$ cat src/rtl/sb_config_loader_if.sv
// Valid/ready stream carrying switch-box configuration words from the bitstream controller.
// The master drives words, the loader (slave) answers with cfg_ready.
interface sb_config_loader_if #(
  parameter int CFG_W = 9
);
  logic [CFG_W-1:0] cfg_word;
  logic             cfg_valid;
  logic             cfg_ready;

  modport master (output cfg_word, output cfg_valid, input cfg_ready);
  modport slave  (input cfg_word, input cfg_valid, output cfg_ready);
endinterface

$ cat src/rtl/sb_config_loader.sv
// Shadow-banked switch-box configuration loader: a full legal frame commits atomically to sb_config_o.
// Optional legality checker enabled by defining SB_CFG_CHECK_EN.
module sb_config_loader #(
  parameter int NUM_SB = 4,
  parameter int CFG_W  = 9
) (
  input  logic                        clk,
  input  logic                        rst,
  input  logic                        start_i,
  input  logic                        abort_i,
  sb_config_loader_if.slave           cfg_if,
  output logic [NUM_SB*CFG_W-1:0]     sb_config_o,
  output logic                        busy_o,
  output logic                        done_o,
  output logic                        error_o,
  output logic [$clog2(NUM_SB)-1:0]   err_index_o
);

  localparam int                 IDX_W = $clog2(NUM_SB);
  localparam logic [IDX_W-1:0]   LAST  = IDX_W'(NUM_SB - 1);

  typedef enum logic [1:0] {
    IDLE   = 2'd0,
    LOAD   = 2'd1,
    COMMIT = 2'd2,
    ERROR  = 2'd3
  } state_t;

  state_t                         state_q, state_d;
  logic [IDX_W-1:0]               count_q, count_d;
  logic [NUM_SB-1:0][CFG_W-1:0]   shadow_q;
  logic [NUM_SB-1:0][CFG_W-1:0]   sbConfig_q;
  logic                           done_q, done_d;
  logic                           error_q, error_d;
  logic [IDX_W-1:0]               errIndex_q, errIndex_d;
  logic                           cfgReady_q;
  logic                           accept;
  logic                           wordLegal;
  logic                           shadowWrite;
  logic                           commitNow;

  // A word is illegal when three or more sides drive, or a side has both dve and dvn set.
`ifdef SB_CFG_CHECK_EN
  logic [3:0] dveBits;
  logic [3:0] dvnBits;
  assign dveBits   = {cfg_if.cfg_word[7], cfg_if.cfg_word[5], cfg_if.cfg_word[3], cfg_if.cfg_word[1]};
  assign dvnBits   = {cfg_if.cfg_word[6], cfg_if.cfg_word[4], cfg_if.cfg_word[2], cfg_if.cfg_word[0]};
  assign wordLegal = ($countones(dveBits) < 3) && ((dveBits & dvnBits) == 4'b0000);
`else
  assign wordLegal = 1'b1;
`endif

  assign accept = cfg_if.cfg_valid && cfgReady_q;

  always_comb begin
    state_d     = state_q;
    count_d     = count_q;
    done_d      = done_q;
    error_d     = error_q;
    errIndex_d  = errIndex_q;
    shadowWrite = 1'b0;
    commitNow   = 1'b0;
    unique case (state_q)
      IDLE: begin
        if (start_i) begin
          state_d    = LOAD;
          count_d    = '0;
          done_d     = 1'b0;
          error_d    = 1'b0;
          errIndex_d = '0;
        end
      end
      LOAD: begin
        // abort takes priority, so a word offered in the same cycle is dropped
        if (abort_i) begin
          state_d = IDLE;
        end else if (accept) begin
          if (!wordLegal) begin
            state_d    = ERROR;
            errIndex_d = count_q;
          end else begin
            shadowWrite = 1'b1;
            if (count_q == LAST) state_d = COMMIT;
            else                 count_d = count_q + 1'b1;
          end
        end
      end
      COMMIT: begin
        commitNow = 1'b1;
        done_d    = 1'b1;
        state_d   = IDLE;
      end
      ERROR: begin
        error_d = 1'b1;
        state_d = IDLE;
      end
      default: state_d = IDLE;
    endcase
  end

  always_ff @(posedge clk) begin
    if (rst) begin
      state_q    <= IDLE;
      count_q    <= '0;
      shadow_q   <= '0;
      sbConfig_q <= '0;
      done_q     <= 1'b0;
      error_q    <= 1'b0;
      errIndex_q <= '0;
      cfgReady_q <= 1'b0;
    end else begin
      state_q    <= state_d;
      count_q    <= count_d;
      done_q     <= done_d;
      error_q    <= error_d;
      errIndex_q <= errIndex_d;
      cfgReady_q <= (state_d == LOAD);
      if (shadowWrite) shadow_q[count_q] <= cfg_if.cfg_word;
      if (commitNow)   sbConfig_q <= shadow_q;
    end
  end

  assign cfg_if.cfg_ready = cfgReady_q;
  assign sb_config_o      = sbConfig_q;
  assign busy_o           = (state_q == LOAD) || (state_q == COMMIT);
  assign done_o           = done_q;
  assign error_o          = error_q;
  assign err_index_o      = errIndex_q;

endmodule

$ cat src/flat_wrapper.sv
// flat-port wrapper written by rule: the top's interface ports become plain ports
module sb_config_loader_flat 
#(
  parameter int NUM_SB = 4,
  parameter int CFG_W  = 9
)
  (clk, rst, start_i, abort_i, sb_config_o, busy_o, done_o, error_o, err_index_o, cfg_if_cfg_word, cfg_if_cfg_valid, cfg_if_cfg_ready);
  sb_config_loader_if #(.CFG_W(CFG_W)) cfg_if_i ();
  input  logic clk;
  input  logic rst;
  input  logic start_i;
  input  logic abort_i;
  output logic [NUM_SB*CFG_W-1:0] sb_config_o;
  output logic busy_o;
  output logic done_o;
  output logic error_o;
  output logic [$clog2(NUM_SB)-1:0] err_index_o;
  input wire logic [$bits(cfg_if_i.cfg_word)-1:0] cfg_if_cfg_word;
  input wire logic [$bits(cfg_if_i.cfg_valid)-1:0] cfg_if_cfg_valid;
  output wire logic [$bits(cfg_if_i.cfg_ready)-1:0] cfg_if_cfg_ready;
  assign cfg_if_i.cfg_word = cfg_if_cfg_word;
  assign cfg_if_i.cfg_valid = cfg_if_cfg_valid;
  assign cfg_if_cfg_ready = cfg_if_i.cfg_ready;
  sb_config_loader #(.NUM_SB(NUM_SB), .CFG_W(CFG_W)) u_core (.clk(clk), .rst(rst), .start_i(start_i), .abort_i(abort_i), .cfg_if(cfg_if_i), .sb_config_o(sb_config_o), .busy_o(busy_o), .done_o(done_o), .error_o(error_o), .err_index_o(err_index_o));
endmodule
$ cat config.mk
export PLATFORM = sky130hd
export DESIGN_NAME = sb_config_loader_flat
export DESIGN_NICKNAME = d
export VERILOG_FILES = /design/src/rtl/sb_config_loader_if.sv /design/src/rtl/sb_config_loader.sv /design/src/flat_wrapper.sv
export SDC_FILE = /design/constraint.sdc
export NUM_CORES = 1
export LEC_CHECK = 0
export CAP_MARGIN = 5
export CORE_MARGIN = 3
export CORE_UTILIZATION = 52
export DETAILED_ROUTE_END_ITERATION = 7
export GPL_TIMING_DRIVEN = 0
export PLACE_DENSITY = 0.84
export SKIP_LAST_GASP = 1
export SYNTH_ARGS = -nofsm -noshare
export SYNTH_HDL_FRONTEND = slang
export SYNTH_SLANG_ARGS = --single-unit
$ cat constraint.sdc
create_clock -name clk -period 1.8 [get_ports clk]
set_input_delay 0.18 -clock clk [delete_from_list [all_inputs] [get_ports clk]]
set_output_delay 0.18 -clock clk [all_outputs]
set_load 0.05 [all_outputs]
==> results.md <==
* Static leakage at 0.00135 uW
* CP max stage delay at 830 ps
* Final Cycle Share at 97.4%
* Synth area leaders: dfxtp_1 51%, mux2i_1 12%, a21oi_1 6.6%, nand3_1 6.0%, o21ai_0 6.0%
* Storage cell area at 1580 um2
* Synth Instances at 340
* Antenna violations before repair at 0
* Die Y at 83.2 um
* Later-pin clock latency in the skew report at 350 ps
* Via density at 5.67
* Crit path DAT at 1570 ps
* Routed WL per cell at 15.6 um
* Post-synthesis sequential area ratio at 51.0%
* CTS Sinks at 79
* Multi-input logic area at 1370 um2
* Tot Pwr at 3680 uW
* H-tree levels at 3
* Xor/xnor share of the synthesized area at 0%
* Clk_skew at 6.09 ps
* DP HPWL at 5130 um
* Largest net degree at the start of global routing at 20
* Ys Warns at 0
* Largest family of logic cells by synthesized area: simple AND/OR/NAND/NOR gates
* Final setup viols at 0
* R2r setup slk at 100 ps
* Crit-path cells: clkdlybuf4s50_1
* CTS tree: done
* Cts bufs inserted at 9
* WP data required at 1620 ps
* Setup ws final at 46.8 ps
* Gpl congestion at 0.894
* Detail Route Antenna Nets at 0
* Outcome: finished, final reports clean
* Final Slew Violations at 0
* Crit-path max FO at 5
* Area grow syn2layout at 28.5%
* Number of max-cap violations at 0
* Peak supply drop at 0.000539 V
* Crit path capture type: primary output
* Seq cells post-synth at 79
* Fraction of the mapped netlist area in adder cells at 3.63%
* Hold WS at 350 ps
* Post-synth design cell area at 3100 um2
* Post-synthesis mux area share at 11.6%
* First-pass GRT wire length at 12300 um
* Syn_area_per_cell at 9.12 um2
* Pwr dens at 924 nW/um2
* Simple-gate share of the synthesized area at 14.5%
* Core Area at 5640 um2
* HP Class: input port to flip-flop
* Slew @ Worst Pin at 530 ps
* Initial Util at 55.0%
* Startpoint types: flip-flop
* Fin. Hold Viols at 0
* Number of distinct library cells after synthesis at 27
* Drc violations at 0
* Via Count at 2709
* Compound-cell area share of the yosys netlist at 14.1%
* CP max-delay cell: clkdlybuf4s50_1
* Biggest area consumer among synthesized cells: dfxtp_1
* Die W at 83.2 um
* Cell Rows at 27
* Max Freq at 570 MHz
* First drt pass iteration count at 4
* Clk root buf: clkbuf_8
* Post-cts hold buffer count at 0
* WS Path Type: flip-flop to primary output
* Layout cells sized above 1 at 7.14%
* Met3 routed WL at 562 um
* Total wire length at 7470 um
* Antenna Diode Count at 0
* Crit-path leading delay family: buffers and inverters
* Buffers on Ports at 52
* DR top layer: met4
* Number of fillers in the final layout at 431
* Overflow after GRT at 0
* Setup WS pre-CTS at 10.6 ps
* Min Tclk post-route at 1750 ps
* Area fraction of the dominant cell type after synthesis at 51.0%
* Crit path buf inv count at 1
* Nets at 424
* Fin util at 70.6%
* Met1 WL at 3290 um
* Num ports at 56
* CTS clk-pin slew, worst paths at 80 ps
* Total GRT Usage at 21.8%
* DR WL met2 at 3480 um
* Detailed Route Iter0 Violations at 192
* Worst slew margin at 64.6%
* Die Area at 6930 um2
* Clock tree buffer depth at 2
* Vias in the first global route at 2658
-- Yosys cell counts, drive strengths merged --
cell,n
dfxtp,79
a21oi,41
nor2,38
o21ai,38
nand3,37
mux2i,36
clkbuf,15
buf,13
ha,9
inv,7
nand2,5
nand2b,3
nor2b,3
o211ai,3
a31oi,2
nand4b,2
nor3,2
and3,1
and4b,1
conb,1
nor3b,1
o21bai,1
or3,1
or4,1
-- worst paths after layout --
kind / endpoint / startpoint / cells past startpoint
hold reg to reg: u_core.shadow_q[27]$_SDFFE_PP0P_ / u_core.shadow_q[27]$_SDFFE_PP0P_ / 2
setup reg to reg: u_core.sb_config_o[3]$_SDFFE_PP0P_ / u_core.state_q[0]$_SDFF_PP0_ / 6
setup / recovery: cfg_if_cfg_ready / u_core.cfg_if.cfg_ready$_SDFF_PP0_ / 1
hold / removal: u_core.sb_config_o[4]$_SDFFE_PP0P_ / rst / 3
-- worst min-delay path, stage by stage --
cell      delay, ps
buf_2           140
clkbuf_1        220
nor2_1          130
-- cell families after synthesis --
group           Yosys count
fa+ha+maj                 9
other cells               1
simple gates             95
flops                    79
compound gates           85
buf+inv                  35
mux                      36
-- timing repair --
item	in CTS	in global routing
setup buffers	0	0
gates resized for setup	3	10
setup endpoints to repair	3	44
-- cells in the final DEF, fill, tap and decap left out, types with 2 or more instances in the layout --
master,instances
dfxtp_1,79
clkdlybuf4s50_1,51
a21oi_1,41
nor2_1,38
nand3_1,37
o21ai_0,37
mux2i_1,36
clkbuf_1,13
clkbuf_8,10
ha_1,8
inv_1,7
buf_4,6
nand2_1,5
buf_2,4
bufinv_16,4
clkbuf_4,3
nor2b_1,3
nand2b_1,3
o211ai_1,3
nand4b_1,2
a31oi_1,2
nor3_1,2
conb_1,2
-- where the power goes --
group	internal, uW	switching [uW]	total, uW
sequential	1750	7.52	1760
clock	1100	643	1750
combinational	57.9	117	175
total	2910	768	3680
-- layer usage --
| metal | track usage, % | vias to the layer above |
|---|---|---|
| li1 | - | 1300 |
| met1 | 28.8 | 1283 |
| met2 | 34.0 | 109 |
| met3 | 4.86 | 17 |
| met4 | 9.66 | 0 |
| met5 | 0 | - |
-- layout make-up --
cell class	instances	area share, %
clock inverter	5	3.23
multi-input combinational	227	34.4
timing repair buffer	52	12.9
tap	72	2.26
sequential	79	39.7
inverter	7	0.659
buffer	25	3.30
clock buffer	11	3.55
-- stage by stage --
step,cells,TNS (ps),cell area [um2]
after floorplan,341,0,3110
after global placement,465,0,3720
after detailed placement,465,0,3720
after CTS,480,0,3980
after global routing,478,-61.9,3990
final,478,0,3990
-- state kept, by name, summed over array words and instances (netlist names) --
register	cells
u_core.state_q	2
u_core.count_q	2
u_core.shadow_q	36
u_core.cfg_if.cfg_ready	1
u_core.error_o	1
u_core.sb_config_o	36
u_core.done_o	1
(Power assumes the default switching activity.)
